<file path="config.mk">
export PLATFORM = sky130hd
export DESIGN_NAME = tl_a_fragment_sequencer_flat
export DESIGN_NICKNAME = d
export VERILOG_FILES = /design/src/rtl/tl_a_fragment_sequencer_if.sv /design/src/rtl/tl_a_fragment_sequencer.sv /design/src/flat_wrapper.sv
export SDC_FILE = /design/constraint.sdc
export NUM_CORES = 1
export LEC_CHECK = 0
export ABC_AREA = 0
export CAP_MARGIN = 40
export CORE_MARGIN = 2
export CORE_UTILIZATION = 21
export CTS_CLUSTER_DIAMETER = 120
export DETAILED_ROUTE_END_ITERATION = 10
export HOLD_SLACK_MARGIN = 0.06
export PLACE_DENSITY = 0.9
export SYNTH_ARGS = -nofsm -noshare
export SYNTH_HDL_FRONTEND = slang
export SYNTH_SLANG_ARGS = --single-unit
</file>
<file path="constraint.sdc">
create_clock -name clock -period 2 [get_ports clock]
set_clock_uncertainty 0.15 [all_clocks]
set_input_delay 0.3 -clock clock [delete_from_list [all_inputs] [get_ports clock]]
set_output_delay 0.3 -clock clock [all_outputs]
set_load 0.02 [all_outputs]
</file>
<file path="src/rtl/tl_a_fragment_sequencer_if.sv">
// A-channel bundle (address/param/mask, no data) between a producer (master)
// and a consumer (slave). replay runs slave->master and asks the producer to
// hold and re-present the current request; frag_rem runs master->slave.
interface tl_a_fragment_sequencer_if #(
    parameter int ADDR_W = 33,
    parameter int SRC_W  = 6,
    parameter int MASK_W = 8,
    parameter int FRAG_W = 3
);
    logic              valid;
    logic              ready;
    logic              replay;
    logic [2:0]        opcode;
    logic [2:0]        param;
    logic [2:0]        size;
    logic [SRC_W-1:0]  source;
    logic [ADDR_W-1:0] address;
    logic [MASK_W-1:0] mask;
    logic [FRAG_W-1:0] frag_rem;

    modport master (
        output valid, opcode, param, size, source, address, mask, frag_rem,
        input  ready, replay
    );

    modport slave (
        input  valid, opcode, param, size, source, address, mask, frag_rem,
        output ready, replay
    );
endinterface

</file>
<file path="src/rtl/tl_a_fragment_sequencer.sv">
// Splits a held A request into naturally aligned fragments of at most
// 2^MAX_LG_SIZE bytes, asking the upstream repeater to replay the request
// until the last fragment has been accepted downstream.
//
// idx_q            | meaning
// -----------------+--------------------------------------------------
// 0                | idle, or first fragment of a request on offer
// 1 .. total       | fragment idx_q of the held request on offer
module tl_a_fragment_sequencer #(
    parameter int MAX_LG_SIZE = 3,
    parameter int MAX_IN_LG   = 6,
    parameter int ADDR_W      = 33,
    parameter int SRC_W       = 6
) (
    input logic clock,
    input logic reset,
    tl_a_fragment_sequencer_if.slave  in_a,
    tl_a_fragment_sequencer_if.master out_a
);
    localparam int MASK_W = 1 << MAX_LG_SIZE;
    localparam int FRAG_W = MAX_IN_LG - MAX_LG_SIZE;

    logic [FRAG_W-1:0] idx_q;
    logic [FRAG_W-1:0] idx_d;
    logic [FRAG_W-1:0] total;
    logic [FRAG_W-1:0] field;
    logic [2:0]        eff_size;
    logic              big;
    logic              last;
    logic              fire;

    // Fragment index register; reset aborts any burst in progress.
    always_ff @(posedge clock or posedge reset) begin
        if (reset) idx_q <= '0;
        else       idx_q <= idx_d;
    end

    // Fragment count for the request on offer, last-fragment detect, next index.
    // Oversized requests are clamped so total saturates instead of wrapping.
    always_comb begin
        eff_size = (in_a.size > 3'(MAX_IN_LG)) ? 3'(MAX_IN_LG) : in_a.size;
        big      = eff_size > 3'(MAX_LG_SIZE);
        total    = '0;
        if (big) total = FRAG_W'((32'd1 << (eff_size - 3'(MAX_LG_SIZE))) - 32'd1);
        last     = (idx_q == total);
        fire     = in_a.valid & out_a.ready;
        idx_d    = idx_q;
        if (fire) idx_d = last ? '0 : idx_q + FRAG_W'(1);
    end

    // Zero-latency pass-through with the fragment offset merged into the address.
    // Only the bits covered by total are replaced, so higher aligned base bits survive.
    always_comb begin
        out_a.valid    = in_a.valid;
        in_a.ready     = out_a.ready;
        in_a.replay    = in_a.valid & ~last;
        out_a.opcode   = in_a.opcode;
        out_a.param    = in_a.param;
        out_a.source   = in_a.source;
        out_a.size     = (in_a.size > 3'(MAX_LG_SIZE)) ? 3'(MAX_LG_SIZE) : in_a.size;
        out_a.mask     = big ? '1 : in_a.mask;
        out_a.frag_rem = total - idx_q;
        field          = (in_a.address[MAX_LG_SIZE +: FRAG_W] & ~total) | idx_q;
        out_a.address  = in_a.address;
        if (big) out_a.address[MAX_LG_SIZE +: FRAG_W] = field;
    end

`ifndef SYNTHESIS
    logic [2:0]        sh_opcode;
    logic [2:0]        sh_size;
    logic [SRC_W-1:0]  sh_source;
    logic [ADDR_W-1:0] sh_address;

    // Capture the request at its first fragment so later replays can be compared.
    always_ff @(posedge clock or posedge reset) begin
        if (reset) begin
            sh_opcode  <= '0;
            sh_size    <= '0;
            sh_source  <= '0;
            sh_address <= '0;
        end else if (fire && idx_q == '0) begin
            sh_opcode  <= in_a.opcode;
            sh_size    <= in_a.size;
            sh_source  <= in_a.source;
            sh_address <= in_a.address;
        end
    end

    // Mid-burst the repeater must keep presenting the same request; sizes are bounded.
    always @(posedge clock) begin
        if (!reset) begin
            if (in_a.valid) begin
                a_size_legal: assert (in_a.size <= 3'(MAX_IN_LG));
            end
            if (idx_q != '0) begin
                a_req_held: assert (in_a.valid && in_a.opcode == sh_opcode &&
                                    in_a.size == sh_size && in_a.source == sh_source &&
                                    in_a.address == sh_address);
            end
        end
    end
`endif
endmodule

</file>
<file path="src/flat_wrapper.sv">
// flat-port wrapper written by rule: the top's interface ports become plain ports
module tl_a_fragment_sequencer_flat 
#(
    parameter int MAX_LG_SIZE = 3,
    parameter int MAX_IN_LG   = 6,
    parameter int ADDR_W      = 33,
    parameter int SRC_W       = 6
)
  (clock, reset, in_a_valid, in_a_opcode, in_a_param, in_a_size, in_a_source, in_a_address, in_a_mask, in_a_frag_rem, in_a_ready, in_a_replay, out_a_valid, out_a_opcode, out_a_param, out_a_size, out_a_source, out_a_address, out_a_mask, out_a_frag_rem, out_a_ready, out_a_replay);
  tl_a_fragment_sequencer_if #(.ADDR_W(ADDR_W), .SRC_W(SRC_W), .MASK_W(8), .FRAG_W(3)) in_a_i ();
  tl_a_fragment_sequencer_if #(.ADDR_W(ADDR_W), .SRC_W(SRC_W), .MASK_W(8), .FRAG_W(3)) out_a_i ();
  input logic clock;
  input logic reset;
  input wire logic [$bits(in_a_i.valid)-1:0] in_a_valid;
  input wire logic [$bits(in_a_i.opcode)-1:0] in_a_opcode;
  input wire logic [$bits(in_a_i.param)-1:0] in_a_param;
  input wire logic [$bits(in_a_i.size)-1:0] in_a_size;
  input wire logic [$bits(in_a_i.source)-1:0] in_a_source;
  input wire logic [$bits(in_a_i.address)-1:0] in_a_address;
  input wire logic [$bits(in_a_i.mask)-1:0] in_a_mask;
  input wire logic [$bits(in_a_i.frag_rem)-1:0] in_a_frag_rem;
  output wire logic [$bits(in_a_i.ready)-1:0] in_a_ready;
  output wire logic [$bits(in_a_i.replay)-1:0] in_a_replay;
  output wire logic [$bits(out_a_i.valid)-1:0] out_a_valid;
  output wire logic [$bits(out_a_i.opcode)-1:0] out_a_opcode;
  output wire logic [$bits(out_a_i.param)-1:0] out_a_param;
  output wire logic [$bits(out_a_i.size)-1:0] out_a_size;
  output wire logic [$bits(out_a_i.source)-1:0] out_a_source;
  output wire logic [$bits(out_a_i.address)-1:0] out_a_address;
  output wire logic [$bits(out_a_i.mask)-1:0] out_a_mask;
  output wire logic [$bits(out_a_i.frag_rem)-1:0] out_a_frag_rem;
  input wire logic [$bits(out_a_i.ready)-1:0] out_a_ready;
  input wire logic [$bits(out_a_i.replay)-1:0] out_a_replay;
  assign in_a_i.valid = in_a_valid;
  assign in_a_i.opcode = in_a_opcode;
  assign in_a_i.param = in_a_param;
  assign in_a_i.size = in_a_size;
  assign in_a_i.source = in_a_source;
  assign in_a_i.address = in_a_address;
  assign in_a_i.mask = in_a_mask;
  assign in_a_i.frag_rem = in_a_frag_rem;
  assign in_a_ready = in_a_i.ready;
  assign in_a_replay = in_a_i.replay;
  assign out_a_valid = out_a_i.valid;
  assign out_a_opcode = out_a_i.opcode;
  assign out_a_param = out_a_i.param;
  assign out_a_size = out_a_i.size;
  assign out_a_source = out_a_i.source;
  assign out_a_address = out_a_i.address;
  assign out_a_mask = out_a_i.mask;
  assign out_a_frag_rem = out_a_i.frag_rem;
  assign out_a_i.ready = out_a_ready;
  assign out_a_i.replay = out_a_replay;
  tl_a_fragment_sequencer #(.MAX_LG_SIZE(MAX_LG_SIZE), .MAX_IN_LG(MAX_IN_LG), .ADDR_W(ADDR_W), .SRC_W(SRC_W)) u_core (.clock(clock), .reset(reset), .in_a(in_a_i), .out_a(out_a_i));
endmodule
</file>
==> impl_metrics.yaml <==
timing:
  setup_viol: 0
  rsz0062_at_grt: "no"
  fin_crit_sh_pct: 96.9
  fmax_ghz: 0.516
  period_needed_ps: 1940
  setup_tns_ps: 0
  layout_setup_ws_ps: 62.9
  slew_violations: 0
  final-hold-violation-count: 0
clocking:
  cts_hold_buf: 0
  cts_buffers: 3
  clk_root_buffer_cell: "clkbuf_4"
  cts.clk_slew.worst_paths_ps: 40
  cts.htree.levels: 1
  clock_path_buffers: 2
  cts_tree: "built"
  clk_latency_ps: 250
  clock-sinks: 3
  cts_setup_buffers: 0
setup_path:
  critPathRequiredTime_ps: 1550
  endpoint_kind: "output port"
  worstSetupPathType: "input pin to output port"
  crit_fanout: 3
  arrival_ps: 1490
  cp-start-kind: "input pin"
logic_synthesis:
  yosysUniqueCellTypes: 23
  syn_area_per_cell_um2: 7.70
  synth_area_um2: 716
  syn_nets: 161
  syn_inst: 93
  ys_warn_count: 0
  ys_seq_area_share_pct: 10.5
  ys_ff_latch: 3
placement:
  gp_congestion: 0.772
  placed_cell_area_um2: 882
  port-buffer-count: 36
  detailed_place_hpwl_um: 1340
  dp_slack_ps: -758
final_layout:
  design_area_um2: 882
  regMostFlops: "u_core.idx_q"
  largest_reg_flops: 3
  fin_util_pct: 26.6
  top_regs: "u_core.idx_q x3"
  num-fill-cells: 389
  final_nets: 168
  antennaDiodeCount: 0
  area_growth_pct: 23.3
  drive_gt1_share_pct: 35.4
global_routing:
  antenna_found_initial: 0
  overflow: 0
  track_usage_pct: 8.16
  grt_max_degree: 11
  grt_pass1_vias: 566
  grt_pass1_wl_um: 2490
floorplanning:
  start_util_pct: 21.6
  dieHeight_um: 62.4
  fp-row-count: 21
  dieArea_um2: 3890
  fp.dieW_um: 62.4
  core-area_um2: 3310
  io_pins: 126
power:
  p_total_uw: 826
  cellPowerDensity_nw_per_um2: 936
  irDropWorstVdd_v: 0.000222
  total_leakage_power_uw: 0.000414
route:
  wl_um: 1550
  vias_per_cell: 3.76
  drtAntennaViolNets: 0
  wire_per_inst_um: 10.7
  first_pass_iters: 4
  num_vias: 545
  drt-initial-drc-count: 9
  drc: 0
status:
  outcome: "complete, no violations"
run:
  drv_cap: 0
worst_hold_path:
  hp-class: "input pin to async pin"
[final cells by class]
class	instances	area (µm²)	area share (%)
inverters	7	26.3	2.98
repair buffers	48	419	47.5
clock buffers	4	26.3	2.98
flip-flops and latches	3	75.1	8.51
well taps	46	57.6	6.52
multi-input cells	37	278	31.5
[per-layer routing]
layer  track usage [%]  up-vias  part of all wire, %
met1              7.33      251                   35
li1                  -      257                    -
met2              14.3       29                   50
met3              4.50        8                   11
met5                 0        -                    0
met4              5.00        0                  3.2
[placed cells by master (no fill, tap or decap), types with 2 or more instances in the layout]
cell	n
o21ai_0	2
nand2_1	4
dfrtp_1	3
ha_1	2
dlygate4sd2_1	15
clkbuf_4	3
or2_2	10
a21oi_1	2
clkdlybuf4s50_1	17
inv_1	7
nor2_1	2
buf_4	15
[timing repair]
item | CTS | global route
setup endpoints to repair | 17 | 4
gates resized for setup | 33 | 4
pin swaps | 0 | 1
[kinds of logic (layout without fill, tap and decap cells)]
group / Yosys count / count (layout) / synth area share [%]
DFF: 3 / 3 / 10.5
buffers and inverters: 53 / 59 / 51.4
and+or+nand+nor: 18 / 18 / 13.5
other: 1 / 1 / 0.524
adders and majority gates: 4 / 4 / 8.04
AOI/OAI and AO/OA: 9 / 9 / 8.39
muxes: 2 / 2 / 2.97
xor gates and xnor gates: 3 / 3 / 4.72
[through the flow]
step           cells  hold slack [ps]
3_3_place_gp     141              331
6_report         145             72.6
2_1_floorplan     93            -96.4
4_1_cts          145             82.0
3_5_place_dp     141              342
5_1_grt          145             94.4
[path summary, 6_finish.rpt]
| check | from | endpoint | slack, ps | cells past startpoint |
|---|---|---|---|---|
| setup / recovery | in_a_valid | out_a_valid | 60 | 3 |
| hold / removal | reset | u_core.idx_q[2] | 70 | 2 |
| setup reg to reg | u_core.idx_q[1] | u_core.idx_q[2] | 500 | 6 |
| hold reg to reg | u_core.idx_q[2] | u_core.idx_q[2] | 470 | 2 |
| max in group asynchronous | reset | u_core.idx_q[0] | 1490 | 2 |
| min in group clock | in_a_address[19] | out_a_address[19] | 450 | 0 |
[critical path, stage by stage]
cell	delay, ps
clkdlybuf4s50_1	470
buf_4	120
clkdlybuf4s50_1	600
[synth_stat cells]
cell | number | area, µm²
a311o_1 | 1 | 10.0
nand2_1 | 4 | 15.0
inv_1 | 7 | 26.3
ha_1 | 3 | 37.5
mux2_2 | 1 | 11.3
mux2i_1 | 1 | 10.0
nand3_1 | 1 | 5.00
nand2_2 | 1 | 6.26
xor2_2 | 1 | 16.3
xor2_1 | 1 | 8.76
conb_1 | 1 | 3.75
xnor2_1 | 1 | 8.76
buf_4 | 45 | 338
a21oi_1 | 2 | 10.0
or2_2 | 10 | 62.6
o21ai_0 | 3 | 15.0
a41oi_1 | 1 | 8.76
nor2_1 | 2 | 7.51
dfrtp_1 | 3 | 75.1
fa_1 | 1 | 20.0
a22o_2 | 1 | 10.0
a31oi_1 | 1 | 6.26
clkbuf_1 | 1 | 3.75
[power by group]
part | switching [µW] | internal [µW]
clock network | 40.5 | 75.4
logic | 289 | 301
registers | 30.8 | 90.0
total | 360 | 466
(Power assumes the default switching activity.)
